--- src/rtl/add_sub_pkg.sv ---
// Shared constants and helpers for the pipelined add/subtract unit.
//   FUNC_ADD / FUNC_SUB : encodings of the func input.
//   sat_fill()          : the saturation constant, returned as an MSB value
//                         plus the value repeated in every lower bit. Callers
//                         expand it to their own WIDTH.
package add_sub_pkg;

  localparam logic FUNC_ADD = 1'b0;
  localparam logic FUNC_SUB = 1'b1;

  typedef struct packed {
    logic msb;
    logic rest;
  } sat_fill_t;

  // signed   : negative overflow -> 100..0, positive overflow -> 011..1
  // unsigned : add overflow -> all ones, sub underflow -> all zeros
  function automatic sat_fill_t sat_fill(input logic sign, input logic func,
                                         input logic neg);
    sat_fill_t f;
    f = '0;
    if (sign) begin
      f.msb  = neg;
      f.rest = ~neg;
    end else if (func == FUNC_ADD) begin
      f.msb  = 1'b1;
      f.rest = 1'b1;
    end
    return f;
  endfunction

endpackage

--- src/rtl/add_sub_pipe_if.sv ---
// Handshake bus of add_sub_pipe.
//   Request : in_valid/in_ready, A, B, func, Sign, Sat, tag_in
//   Response: out_valid/out_ready, S, Z, V, N, tag_out
//   slave  = the add/sub unit's view, master = the producer/consumer view.
interface add_sub_pipe_if #(
  parameter int unsigned WIDTH = 32,
  parameter int unsigned TAG_W = 4
);
  logic             in_valid;
  logic             in_ready;
  logic [WIDTH-1:0] A;
  logic [WIDTH-1:0] B;
  logic             func;
  logic             Sign;
  logic             Sat;
  logic [TAG_W-1:0] tag_in;
  logic             out_valid;
  logic             out_ready;
  logic [WIDTH-1:0] S;
  logic             Z;
  logic             V;
  logic             N;
  logic [TAG_W-1:0] tag_out;

  modport slave (
    input  in_valid, A, B, func, Sign, Sat, tag_in, out_ready,
    output in_ready, out_valid, S, Z, V, N, tag_out
  );

  modport master (
    output in_valid, A, B, func, Sign, Sat, tag_in, out_ready,
    input  in_ready, out_valid, S, Z, V, N, tag_out
  );
endinterface

--- src/rtl/add_sub_group.sv ---
// Combinational GROUP-bit carry-lookahead adder slice.
//   a, b : operand slices (b already inverted for subtraction)
//   cin  : carry into bit 0
//   s    : sum slice
//   cout : carry out of the top bit
//   ctop : carry into the top bit (used for signed overflow)
module add_sub_group #(
  parameter int unsigned GROUP = 8
) (
  input  logic [GROUP-1:0] a,
  input  logic [GROUP-1:0] b,
  input  logic             cin,
  output logic [GROUP-1:0] s,
  output logic             cout,
  output logic             ctop
);

  logic [GROUP-1:0] p;
  logic [GROUP-1:0] g;
  logic [GROUP:0]   c;
  logic             acc;
  logic             prod;

  assign p = a ^ b;
  assign g = a & b;

  // Each carry is the flat sum-of-products over generate/propagate terms,
  // so no carry depends on a lower carry.
  always_comb begin
    c    = '0;
    acc  = 1'b0;
    prod = 1'b0;
    c[0] = cin;
    for (int unsigned i = 0; i < GROUP; i++) begin
      acc  = g[i];
      prod = p[i];
      for (int unsigned j = i; j > 0; j--) begin
        acc  = acc | (prod & g[j-1]);
        prod = prod & p[j-1];
      end
      c[i+1] = acc | (prod & cin);
    end
  end

  assign s    = p ^ c[GROUP-1:0];
  assign cout = c[GROUP];
  assign ctop = c[GROUP-1];

endmodule

--- src/rtl/add_sub_pipe.sv ---
// Pipelined add/subtract unit, WIDTH/GROUP stages, one op per clock.
//   clk, rst : clock, synchronous active-high reset
//   bus      : add_sub_pipe_if.slave (request/response handshake, operands,
//              func/Sign/Sat controls, tag, result S with Z/V/N flags)
// Stage k resolves bits [k*GROUP +: GROUP] using the carry registered by
// stage k-1; the whole pipeline stalls together when the output is held.
module add_sub_pipe #(
  parameter int unsigned WIDTH = 32,
  parameter int unsigned GROUP = 8,
  parameter int unsigned TAG_W = 4
) (
  input  logic           clk,
  input  logic           rst,
  add_sub_pipe_if.slave  bus
);
  import add_sub_pkg::*;

  localparam int unsigned NST = WIDTH / GROUP;

  typedef struct packed {
    logic             v;
    logic [WIDTH-1:0] a;
    logic [WIDTH-1:0] b;
    logic [WIDTH-1:0] s;
    logic             c;
    logic             cmsb;
    logic             func;
    logic             sign;
    logic             sat;
    logic [TAG_W-1:0] tag;
  } stage_t;

  stage_t           in_st;
  stage_t           src   [NST];
  stage_t           res   [NST];
  stage_t           pq    [NST];
  logic [GROUP-1:0] gsum  [NST];
  logic             gcout [NST];
  logic             gtop  [NST];
  logic             adv;

  assign adv          = ~pq[NST-1].v | bus.out_ready;
  assign bus.in_ready = adv;

  always_comb begin
    in_st      = '0;
    in_st.v    = bus.in_valid;
    in_st.a    = bus.A;
    in_st.b    = (bus.func == FUNC_SUB) ? ~bus.B : bus.B;
    in_st.c    = bus.func;
    in_st.func = bus.func;
    in_st.sign = bus.Sign;
    in_st.sat  = bus.Sat;
    in_st.tag  = bus.tag_in;
  end

  always_comb begin
    src[0] = in_st;
    for (int unsigned k = 1; k < NST; k++) begin
      src[k] = pq[k-1];
    end
  end

  for (genvar k = 0; k < NST; k++) begin : g_grp
    add_sub_group #(.GROUP(GROUP)) u_grp (
      .a    (src[k].a[k*GROUP +: GROUP]),
      .b    (src[k].b[k*GROUP +: GROUP]),
      .cin  (src[k].c),
      .s    (gsum[k]),
      .cout (gcout[k]),
      .ctop (gtop[k])
    );
  end

  always_comb begin
    for (int unsigned k = 0; k < NST; k++) begin
      res[k]                       = src[k];
      res[k].s[k*GROUP +: GROUP]   = gsum[k];
      res[k].c                     = gcout[k];
      res[k].cmsb                  = gtop[k];
    end
  end

  always_ff @(posedge clk) begin
    if (rst) begin
      for (int unsigned k = 0; k < NST; k++) begin
        pq[k] <= '0;
      end
    end else if (adv) begin
      for (int unsigned k = 0; k < NST; k++) begin
        pq[k] <= res[k];
      end
    end
  end

  // Final-stage flags and saturation. Outputs are forced to zero while no
  // result is held so the reset state reads S=0 and Z=V=N=0.
  logic             v_f;
  logic             n_f;
  sat_fill_t        fill;
  logic [WIDTH-1:0] sat_val;
  logic [WIDTH-1:0] s_sel;

  always_comb begin
    v_f     = pq[NST-1].sign ? (pq[NST-1].cmsb ^ pq[NST-1].c)
                             : (pq[NST-1].c ^ pq[NST-1].func);
    n_f     = pq[NST-1].sign ? (v_f ^ pq[NST-1].s[WIDTH-1])
                             : (pq[NST-1].func & v_f);
    fill    = sat_fill(pq[NST-1].sign, pq[NST-1].func, n_f);
    sat_val = {fill.msb, {(WIDTH-1){fill.rest}}};
    s_sel   = (pq[NST-1].sat & v_f) ? sat_val : pq[NST-1].s;
  end

  assign bus.out_valid = pq[NST-1].v;
  assign bus.S         = pq[NST-1].v ? s_sel : '0;
  assign bus.Z         = pq[NST-1].v & (s_sel == '0);
  assign bus.V         = pq[NST-1].v & v_f;
  assign bus.N         = pq[NST-1].v & n_f;
  assign bus.tag_out   = pq[NST-1].v ? pq[NST-1].tag : '0;

endmodule

--- src/flat_wrapper.sv ---
// flat-port wrapper written by rule: the top's interface ports become plain ports
module add_sub_pipe_flat import add_sub_pkg::*;
#(
  parameter int unsigned WIDTH = 32,
  parameter int unsigned GROUP = 8,
  parameter int unsigned TAG_W = 4
)
  (clk, rst, bus_in_valid, bus_A, bus_B, bus_func, bus_Sign, bus_Sat, bus_tag_in, bus_out_ready, bus_in_ready, bus_out_valid, bus_S, bus_Z, bus_V, bus_N, bus_tag_out);
  add_sub_pipe_if #(.WIDTH(WIDTH), .TAG_W(TAG_W)) bus_i ();
  input  logic clk;
  input  logic rst;
  input wire logic [$bits(bus_i.in_valid)-1:0] bus_in_valid;
  input wire logic [$bits(bus_i.A)-1:0] bus_A;
  input wire logic [$bits(bus_i.B)-1:0] bus_B;
  input wire logic [$bits(bus_i.func)-1:0] bus_func;
  input wire logic [$bits(bus_i.Sign)-1:0] bus_Sign;
  input wire logic [$bits(bus_i.Sat)-1:0] bus_Sat;
  input wire logic [$bits(bus_i.tag_in)-1:0] bus_tag_in;
  input wire logic [$bits(bus_i.out_ready)-1:0] bus_out_ready;
  output wire logic [$bits(bus_i.in_ready)-1:0] bus_in_ready;
  output wire logic [$bits(bus_i.out_valid)-1:0] bus_out_valid;
  output wire logic [$bits(bus_i.S)-1:0] bus_S;
  output wire logic [$bits(bus_i.Z)-1:0] bus_Z;
  output wire logic [$bits(bus_i.V)-1:0] bus_V;
  output wire logic [$bits(bus_i.N)-1:0] bus_N;
  output wire logic [$bits(bus_i.tag_out)-1:0] bus_tag_out;
  assign bus_i.in_valid = bus_in_valid;
  assign bus_i.A = bus_A;
  assign bus_i.B = bus_B;
  assign bus_i.func = bus_func;
  assign bus_i.Sign = bus_Sign;
  assign bus_i.Sat = bus_Sat;
  assign bus_i.tag_in = bus_tag_in;
  assign bus_i.out_ready = bus_out_ready;
  assign bus_in_ready = bus_i.in_ready;
  assign bus_out_valid = bus_i.out_valid;
  assign bus_S = bus_i.S;
  assign bus_Z = bus_i.Z;
  assign bus_V = bus_i.V;
  assign bus_N = bus_i.N;
  assign bus_tag_out = bus_i.tag_out;
  add_sub_pipe #(.WIDTH(WIDTH), .GROUP(GROUP), .TAG_W(TAG_W)) u_core (.clk(clk), .rst(rst), .bus(bus_i));
endmodule
--- config.mk ---
export PLATFORM = sky130hd
export DESIGN_NAME = add_sub_pipe_flat
export DESIGN_NICKNAME = d
export VERILOG_FILES = /design/src/rtl/add_sub_pkg.sv /design/src/rtl/add_sub_pipe_if.sv /design/src/rtl/add_sub_group.sv /design/src/rtl/add_sub_pipe.sv /design/src/flat_wrapper.sv
export SDC_FILE = /design/constraint.sdc
export NUM_CORES = 1
export LEC_CHECK = 0
export BUFFER_PORTS_ARGS = -buffer_cell sky130_fd_sc_hd__clkbuf_2
export CELL_PAD_IN_SITES_DETAIL_PLACEMENT = 1
export CELL_PAD_IN_SITES_GLOBAL_PLACEMENT = 2
export CORE_ASPECT_RATIO = 0.5
export CORE_MARGIN = 5
export CORE_UTILIZATION = 28
export DETAILED_ROUTE_END_ITERATION = 12
export PLACE_DENSITY_LB_ADDON = 0.2
export REMOVE_ABC_BUFFERS = 1
export SYNTH_ARGS = -nofsm -noshare
export SYNTH_HDL_FRONTEND = slang
export SYNTH_HIERARCHICAL = 1
export SYNTH_SLANG_ARGS = --single-unit
--- constraint.sdc ---
create_clock -name clk -period 10.55 [get_ports clk]
set_clock_uncertainty 0.2 [all_clocks]
set_input_delay 1.5825 -clock clk [delete_from_list [all_inputs] [get_ports clk]]
set_output_delay 1.5825 -clock clk [all_outputs]
set_load 0.02 [all_outputs]
* Word-level counts from Yosys, hierarchy flattened
Memories as Yosys holds them, arrays and structs flattened.
Index checks and enable logic that the tools add are counted.
** Cells by class
- $add $sub $neg :: 0
- Multipliers :: 0
- Divide/modulo/power cells :: 0
- $lt $le $gt $ge :: 0
- Equality and inequality tests :: 0
- Shift operators :: 0
- Mux-type cells :: 17
- Bitwise operators :: 428
- Reductions and logical operators :: 1
** Operators by type and width (count)
- $mux W106 :: 4
- $and A1 B1 Y1 :: 261
- $or A1 B1 Y1 :: 149
- $mux W32 :: 3
- $xor A8 B8 Y8 :: 8
- $and A8 B8 Y8 :: 4
- $logic_not A32 Y1 :: 1
- $not A32 Y32 :: 1
- $mux W1 :: 7
- $mux W2 :: 2
- $mux W4 :: 1
- $xor A1 B1 Y1 :: 3
- $not A1 Y1 :: 2
** Storage, ports and cells
- Flip-flop bits (word level) :: 0
- Bits in latches :: 0
- Memory bits (writable) :: 424
- Bits in read-only memories :: 0
- Input port bits :: 75
- Output and inout port bits :: 41
- Logic and storage cells :: 447
- Memories :: 1
** Memories
- u_core.pq :: words 4, width 106, rd ports 4, clocked after memory_dff 0, write ports 4, line add_sub_pipe.sv:36 : stage_t pq [NST];

* Depth between registers and ports, before layout
Gate-level depths: netlist of run 1.
- Depth in word-level cells :: 13
- Depth in mapped cells :: 10

* Modules after synthesis
The synthesis of run 1 kept the hierarchy.
** Modules (own cells, without submodules)
- add_sub_pipe :: instances 1, cells an instance 605, area an instance 8788.4 µm²
- add_sub_group (u_core.g_grp[1].u_grp ...) :: instances 3, cells an instance 41, area an instance 357.8 µm²
- add_sub_group (u_core.g_grp[0].u_grp) :: instances 1, cells an instance 51, area an instance 390.4 µm²

* Worst setup path before layout of run 1
OpenSTA, ideal clock, no wires.
- Path kind :: input port to flip-flop
- Start :: input port bus_out_ready
- End :: memory u_core/pq[0][0] in the netlist's numbering, enable pin
- Setup time :: 0.485 ns
- Arrival time :: 4.477 ns
- Slack :: 5.389 ns
- Cell stages on the path :: 2
- Cell sequence :: nand2b_1 -> or2_2
** RTL lines
- start, declared :: line flat_wrapper.sv:19 : input wire logic [$bits(bus_i.out_ready)-1:0] bus_out_ready;
- end, declared :: line add_sub_pipe.sv:36

==> results of run 1 <==
## placed cells by master, fill, tap and decap left out, types with 4 or more instances in the layout
cell type  count
a211o_1        4
a21boi_0      27
a21o_1        24
a21oi_1       11
a221oi_2       4
a31oi_1        5
and2_1       196
and2_4         4
and4_1         4
buf_4          7
clkbuf_1       6
clkbuf_16     23
clkbuf_2     115
clkinv_1       4
clkinv_2       5
edfxtp_1     213
fa_1           4
ha_1          36
inv_1         11
nand2_1       33
nand2b_1       4
nand3_1        4
nand4_1        8
nor2_1        39
nor4_1         7
o21ai_0        7
xnor2_1       35
xor2_1        23
## per-stage QoR
step	cells	total power, mW
detailed placement	1342	1.21
global placement	1342	1.21
finish	1383	1.93
floorplan	736	1.14
global route	1383	2.03
CTS	1383	1.97
## per-layer routing
metal / wire length [um] / GRT usage [%] / vias up
li1: - / - / 2947
met1: 9780 / 13.4 / 2801
met2: 9840 / 17.1 / 56
met3: 710 / 2.22 / 23
met4: 338 / 2.01 / 0
met5: 0 / 0 / -
## worst paths after layout
kind | end | slack (ps) | cells after the start
worst max-delay path | bus_S[4] | 5820 | 5
worst min-delay path | u_core/pq[3][16] | 310 | 1
worst max register to register | u_core/pq[1][19] | 7070 | 4
worst min register to register | u_core/pq[3][16] | 310 | 1
## worst max-delay path: stages, from the launching register on
cell and delay (ps):
edfxtp_1 550, xor2_1 250, a31o_2 200, nand2_1 670, a21boi_0 490, clkbuf_2 230
## final cells by class
class,count,area [um^2],share of cell area (%)
Clock buffer,29,598,4.99
Inverter,11,41.3,0.345
Multi-Input combinational cell,512,3620,30.2
Clock inverter,12,86.3,0.721
Timing Repair Buffer,122,628,5.24
Sequential cell,213,6400,53.4
Tap cell,484,606,5.06
## power groups by stage
stage	registers, mW	clock network (mW)	logic, mW
after global placement	1.03	0	0.175
final	1.02	0.743	0.171
after CTS	1.02	0.776	0.178
after floorplan	1.03	0	0.118
after detailed placement	1.03	0	0.177
after global routing	1.02	0.812	0.197
==> impl_metrics.env, run 1 <==
export IMPL_status="complete, no violations"
export IMPL_crit_start="u_core/pq[3][8]"
export IMPL_fill_cells=3858
export IMPL_grt_antenna_before_repair=1
export IMPL_rsz0062_at_grt="false"
export IMPL_floorplan_initialDensity_pct=28.4
export IMPL_p_sw_uw=427
export IMPL_clockBufferDepth=3
export IMPL_comb_power_share_pct=8.9
export IMPL_clock_fmax_ghz=0.212
export IMPL_ant_nets=0
export IMPL_cts_sinks=213
export IMPL_dr_pass1_iters=4
export IMPL_clk_pin_slew_ps=60
export IMPL_sequentialPowerShare_pct=52.6
export IMPL_largest_reg_flops=213
export IMPL_syn_avg_cell_area_um2=13.2
export IMPL_hp_start="u_core/pq[2][16]"
export IMPL_finalWirelength_um=20700
export IMPL_grt_max_degree=105
export IMPL_critPathCaptureType="output pin"
export IMPL_setup_viol=0
export IMPL_maxCapViolCount=0
export IMPL_grt_pass1_wl_um=33800
export IMPL_hold_buffers=0
export IMPL_finalCriticalPeriod_ps=4730
export IMPL_critPathMaxFanout=30
export IMPL_reg_top3="u_core/pq: 213 flops"
export IMPL_ys_warn_count=6
export IMPL_crit_required_ps=8770
export IMPL_grt_overflow=0
export IMPL_grt_pass1_vias=6433
export IMPL_irDropWorstVdd_mv=0.0859
export IMPL_syn_to_final_growth_pct=17.1
export IMPL_vias=5827
export IMPL_dpl_instance_area_um2=11300
export IMPL_crit_arrival_ps=2940
export IMPL_powerDensity_nw_per_um2=161
export IMPL_clk_latency_ps=510
export IMPL_syn_area_um2=10200
export IMPL_dr_first_iter_drc_count=188
export IMPL_postCtsSetupBuffers=0
export IMPL_p_sw_share_pct=22.1
export IMPL_hpwl_um=13600
export IMPL_fp_dieH_um=145
export IMPL_slew_violations=0
export IMPL_p_leak_nw=5.14
export IMPL_cts_tree="built"
export IMPL_fp_row_count=49
export IMPL_final_hold_violation_count=0
export IMPL_drcViolationCount=0
export IMPL_cts_root_buf="clkbuf_16"
export IMPL_drive_gt1_share_pct=19.4
export IMPL_setup_tns_ps=0
export IMPL_die_x_um=280
export IMPL_detailedPlace_worstSlack_ps=6250
export IMPL_grtUsageTotal_pct=10.1
export IMPL_min_period_over_period_pct=44.8
export IMPL_port_buffers=115
export IMPL_pin_count=116
export IMPL_die_area_um2=40700
export IMPL_crit_path_start_kind="flop"
export IMPL_utilization_pct=33.3
export IMPL_slew_headroom_pct=23.3
export IMPL_place_gp_congestion=0.713
export IMPL_cts_buffers=23
export IMPL_tightest_slew_ps=1150
export IMPL_critPathKind="reg -> out"
export IMPL_antenna_cells=0
export IMPL_viasPerCell=4.21
export IMPL_final_area_um2=12000
export IMPL_clock_power_share_pct=38.5
export IMPL_nets=998
export IMPL_final_setup_worst_slack_ps=5820
export IMPL_synthCells=776
export IMPL_intPower_mw=1.50
export IMPL_regMostFlops="u_core/pq"
export IMPL_r2r_start="u_core/pq[3][105]"
export IMPL_cts_max_level=1
export IMPL_cts_resized_gates=0
export IMPL_hold_slack_ps=309
export IMPL_core_region_area_um2=36000
export IMPL_wl_per_cell_um=14.9
export IMPL_hp_class="reg -> reg"
Note: power is estimated with default switching activity, not from simulation.
==> run 2, diff against run 1 <==
- clock period: 10.55 -> 4.9 ns (I/O delays scaled with it)
==> impl_metrics.env, run 2 (synthesized netlist as in run 1, its figures left out) <==
export IMPL_status="complete, no violations"
export IMPL_wl_met1_um=9630
export IMPL_grt_pass1_vias=6285
export IMPL_place_inst=1340
export IMPL_wl_per_cell_um=14.8
export IMPL_regMostFlops="u_core/pq"
export IMPL_postCtsSetupBuffers=0
export IMPL_powerDensity_nw_per_um2=349
export IMPL_cts_root_buf="clkbuf_16"
export IMPL_finalCriticalPeriod_ps=3800
export IMPL_drcViolationCount=0
export IMPL_final_setup_worst_slack_ps=1100
export IMPL_irDropWorstVdd_mv=0.193
export IMPL_sequentialPowerShare_pct=52.2
export IMPL_grt_antenna_before_repair=0
export IMPL_met2_length_um=9810
export IMPL_place_gp_congestion=0.726
export IMPL_cts_max_level=1
export IMPL_hold_slack_ps=306
export IMPL_floorplan_initialDensity_pct=28.4
export IMPL_vias=5887
export IMPL_fp_row_count=49
export IMPL_maxCapViolCount=0
export IMPL_r2r_start="u_core/pq[3][105]"
export IMPL_clock_fmax_ghz=0.263
export IMPL_fill_cells=3831
export IMPL_grt_pass1_wl_um=33700
export IMPL_clk_pin_slew_ps=60
export IMPL_intPower_mw=3.27
export IMPL_die_area_um2=40700
export IMPL_core_region_area_um2=36000
export IMPL_final_hold_violation_count=0
export IMPL_hold_buffers=0
export IMPL_mostFrequentLayoutCells="213 x edfxtp_1, 196 x and2_1, 115 x clkbuf_2"
export IMPL_viasPerCell=4.27
export IMPL_p_sw_uw=912
export IMPL_reg_top3="u_core/pq: 213 flops"
export IMPL_nets=995
export IMPL_slew_violations=0
export IMPL_tightest_slew_ps=1160
export IMPL_layout_commonest_cell="edfxtp_1"
export IMPL_whs_path_depth=2
export IMPL_grt_max_degree=214
export IMPL_ant_nets=0
export IMPL_port_buffers=115
export IMPL_r2r_end="u_core/pq[0][83]"
export IMPL_crit_path_start_kind="flop"
export IMPL_dr_pass1_iters=4
export IMPL_clock_power_share_pct=38.9
export IMPL_wl_met3_um=652
export IMPL_hold_path_end="u_core/pq[0][102]"
export IMPL_pin_count=116
export IMPL_cts_buffers=22
export IMPL_dr_first_iter_drc_count=285
export IMPL_final_area_um2=12000
export IMPL_fp_dieH_um=145
export IMPL_r2r_cells=4
export IMPL_cts_sinks=213
export IMPL_syn_to_final_growth_pct=17.3
export IMPL_hp_class="in -> reg"
export IMPL_dpl_instance_area_um2=11300
export IMPL_crit_arrival_ps=2870
export IMPL_setup_tns_ps=0
export IMPL_p_leak_nw=5.15
export IMPL_crit_required_ps=3960
export IMPL_r2r_slack_ps=2390
export IMPL_p_total_mw=4.18
export IMPL_detailedPlace_worstSlack_ps=1520
export IMPL_p_sw_share_pct=21.8
export IMPL_finalWirelength_um=20500
export IMPL_clk_latency_ps=500
export IMPL_utilization_pct=33.3
export IMPL_grt_overflow=0
export IMPL_cts_tree="built"
export IMPL_hpwl_um=13200
export IMPL_critPathMaxFanout=30
export IMPL_grtUsageTotal_pct=10.1
export IMPL_clockBufferDepth=3
export IMPL_hp_start="bus_A[29]"
export IMPL_critPathKind="reg -> out"
export IMPL_final_cells=1380
export IMPL_largest_reg_flops=213
export IMPL_rsz0062_at_grt="false"
export IMPL_comb_power_share_pct=8.9
export IMPL_setup_viol=0
export IMPL_slew_headroom_pct=23.0
export IMPL_top_layer="met4"
export IMPL_drive_gt1_share_pct=19.0
export IMPL_die_x_um=280
export IMPL_critPathCaptureType="output pin"
export IMPL_cts_resized_gates=0
export IMPL_min_period_over_period_pct=77.6
==> run 2: cell types whose count changed in the layout (fill, tap and decap cells not counted), sizes merged <==
cell / change
bufinv: +1
diode: +1
clkinv: +3
clkinvlp: -1
buf: -2
clkbuf: -5
==> run 2: routing by layer <==
metal / global-route usage, % / vias up
li1: - / 2941
met2: 17.0 / 62
met4: 2.18 / 0
met5: 0 / -
met3: 2.12 / 30
met1: 13.5 / 2854
==> run 2: worst max-delay path, cell delays in order (launching register included) <==
cell and delay, ps:
edfxtp_1 560, xor2_1 270, a31o_2 200, nand2_1 640, a21boi_0 440, clkbuf_2 220
==> run 2: power groups by stage <==
stage | Sequential [mW] | Clock [mW] | Combinational [mW]
floorplan | 2.21 | 0 | 0.254
CTS | 2.18 | 1.70 | 0.385
finish | 2.18 | 1.63 | 0.372
detailed placement | 2.22 | 0 | 0.384
global route | 2.20 | 1.78 | 0.429
global placement | 2.22 | 0 | 0.377
==> run 2: how the worst max path moves through the flow <==
stage	endpoint	slack, ps	cells after the start	from
2_1_floorplan	u_core/pq[0][0]	-820	3	u_core/pq[3][105]
3_3_place_gp	u_core/pq[0][8]	1570	8	bus_func
3_5_place_dp	u_core/pq[0][8]	1520	8	bus_func
4_1_cts	bus_S[24]	1000	5	u_core/pq[3][8]
5_1_grt	bus_S[24]	820	5	u_core/pq[3][8]
6_report	bus_S[7]	1100	5	u_core/pq[3][8]
==> run 2: layout make-up <==
cell class              count  area [um^2]  area share (%)
multi-input cells         512         3620            30.2
inverters                  11         41.3           0.344
clock buffers              24          579            4.83
repair buffers            120          638            5.32
flip-flops and latches    213         6400            53.3
diodes                      1         2.50          0.0209
clock inverters            15          118           0.980
well taps                 484          606            5.05
==> run 3, diff against run 2 <==
- clock period: 4.9 -> 3.75 ns (I/O delays scaled with it)
==> impl_metrics.env, run 3 (synthesized netlist as in run 1, its figures left out) <==
export IMPL_status="complete, no violations"
export IMPL_grt_overflow=0
export IMPL_die_x_um=280
export IMPL_setup_viol=0
export IMPL_cts_resized_gates=0
export IMPL_setup_tns_ps=0
export IMPL_crit_arrival_ps=2580
export IMPL_finalCriticalPeriod_ps=3340
export IMPL_intPower_mw=4.36
export IMPL_maxCapViolCount=0
export IMPL_grt_pass1_wl_um=34100
export IMPL_die_area_um2=40700
export IMPL_seqCellArea_um2=6400
export IMPL_irDropWorstVdd_mv=0.217
export IMPL_crit_path_start_kind="flop"
export IMPL_clk_latency_ps=510
export IMPL_critPathCaptureType="output pin"
export IMPL_grt_pass1_vias=6242
export IMPL_place_gp_congestion=0.720
export IMPL_syn_to_final_growth_pct=17.9
export IMPL_cts_tree="built"
export IMPL_critPathMaxFanout=25
export IMPL_crit_required_ps=2990
export IMPL_rsz0062_at_grt="false"
export IMPL_core_region_area_um2=36000
export IMPL_hp_class="in -> reg"
export IMPL_regMostFlops="u_core/pq"
export IMPL_layout_commonest_cell="edfxtp_1"
export IMPL_dr_first_iter_drc_count=349
export IMPL_sequentialPowerShare_pct=51.1
export IMPL_fill_cells=3843
export IMPL_hpwl_um=13800
export IMPL_clock_power_share_pct=40.1
export IMPL_fp_dieH_um=145
export IMPL_drcViolationCount=0
export IMPL_cts_buffers=23
export IMPL_cts_sinks=213
export IMPL_clk_pin_slew_ps=60
export IMPL_p_sw_mw=1.22
export IMPL_slew_violations=0
export IMPL_p_total_mw=5.59
export IMPL_powerDensity_nw_per_um2=463
export IMPL_tightest_slew_ps=1000
export IMPL_cts_max_level=1
export IMPL_r2r_slack_ps=1220
export IMPL_port_buffers=115
export IMPL_clock_fmax_ghz=0.299
export IMPL_slew_headroom_pct=33.2
export IMPL_antenna_cells=0
export IMPL_drive_gt1_share_pct=19.2
export IMPL_nets=999
export IMPL_fp_row_count=49
export IMPL_viasPerCell=4.26
export IMPL_finalWirelength_um=21100
export IMPL_wl_per_cell_um=15.3
export IMPL_clockBufferDepth=3
export IMPL_cts_root_buf="clkbuf_16"
export IMPL_ant_nets=0
export IMPL_grt_max_degree=190
export IMPL_vias=5901
export IMPL_final_hold_violation_count=0
export IMPL_grt_antenna_before_repair=0
export IMPL_critPathKind="reg -> out"
export IMPL_p_sw_share_pct=21.9
export IMPL_floorplan_initialDensity_pct=28.4
export IMPL_dr_pass1_iters=4
export IMPL_largest_reg_flops=213
export IMPL_hold_buffers=0
export IMPL_multiInputGateArea_um2=3620
export IMPL_min_period_over_period_pct=89.1
export IMPL_reg_top3="u_core/pq: 213 flops"
export IMPL_mostFrequentLayoutCells="213 x edfxtp_1, 196 x and2_1, 115 x clkbuf_2"
export IMPL_grtUsageTotal_pct=10.3
export IMPL_comb_power_share_pct=8.7
export IMPL_postCtsSetupBuffers=0
export IMPL_p_leak_nw=5.18
export IMPL_pin_count=116
-- run 3: cell count changes in the layout (fill, tap and decap cells not counted) --
cell       before  now
buf_12          2    3
buf_4           3    5
bufinv_16       2    3
clkbuf_1        1    6
clkinv_1        9    6
clkinv_2        3    2
diode_2         1    0
-- run 3: layout make-up --
cell class | instances | area share (%)
repair buffers | 123 | 5.58
well taps | 484 | 5.02
inverters | 11 | 0.342
multi-input cells | 512 | 30.0
flip-flops and latches | 213 | 53.0
clock inverters | 12 | 1.09
clock buffers | 29 | 4.96
-- run 3: path summary, 6_finish.rpt --
check	from	to	depth (start not counted)
setup / recovery	u_core/pq[3][8]	bus_S[26]	6
hold / removal	bus_Sign	u_core/pq[0][5]	2
setup reg to reg	u_core/pq[3][105]	u_core/pq[0][105]	3
hold reg to reg	u_core/pq[0][1]	u_core/pq[1][1]	1
-- run 3: per-layer routing --
metal  part of all wire (%)  track usage (%)  vias up
met5                      0                0        -
met4                    2.1             2.49        0
met3                    3.1             2.18       25
met2                     48             17.2       63
met1                     47             13.8     2865
li1                       -                -     2948
-- run 3: critical path, stage by stage, from the launching register on --
cell	delay [ps]
edfxtp_1	540
xor2_1	220
a31o_2	280
nand2_1	260
buf_4	360
a21boi_0	190
clkbuf_2	190
-- run 3: through the flow --
| step | util, % | worst slack [ps] | cell area, um^2 | cells | hold slack (ps) |
|---|---|---|---|---|---|
| after floorplan | - | -1970 | 10000 | 736 | 297 |
| after global placement | 31.5 | 888 | 11300 | 1343 | 300 |
| after detailed placement | 31.5 | 829 | 11300 | 1343 | 304 |
| after CTS | 33.5 | 348 | 12100 | 1384 | 80.3 |
| after global routing | 33.5 | 201 | 12100 | 1384 | 86.4 |
| final | 33.5 | 407 | 12100 | 1384 | 115 |
-- run 3: power groups by stage --
| stage | registers [mW] | clock network (mW) | logic [mW] |
|---|---|---|---|
| after floorplan | 2.89 | 0 | 0.332 |
| after global placement | 2.90 | 0 | 0.493 |
| after detailed placement | 2.91 | 0 | 0.501 |
| after CTS | 2.86 | 2.34 | 0.504 |
| after global routing | 2.87 | 2.45 | 0.558 |
| final | 2.86 | 2.24 | 0.489 |
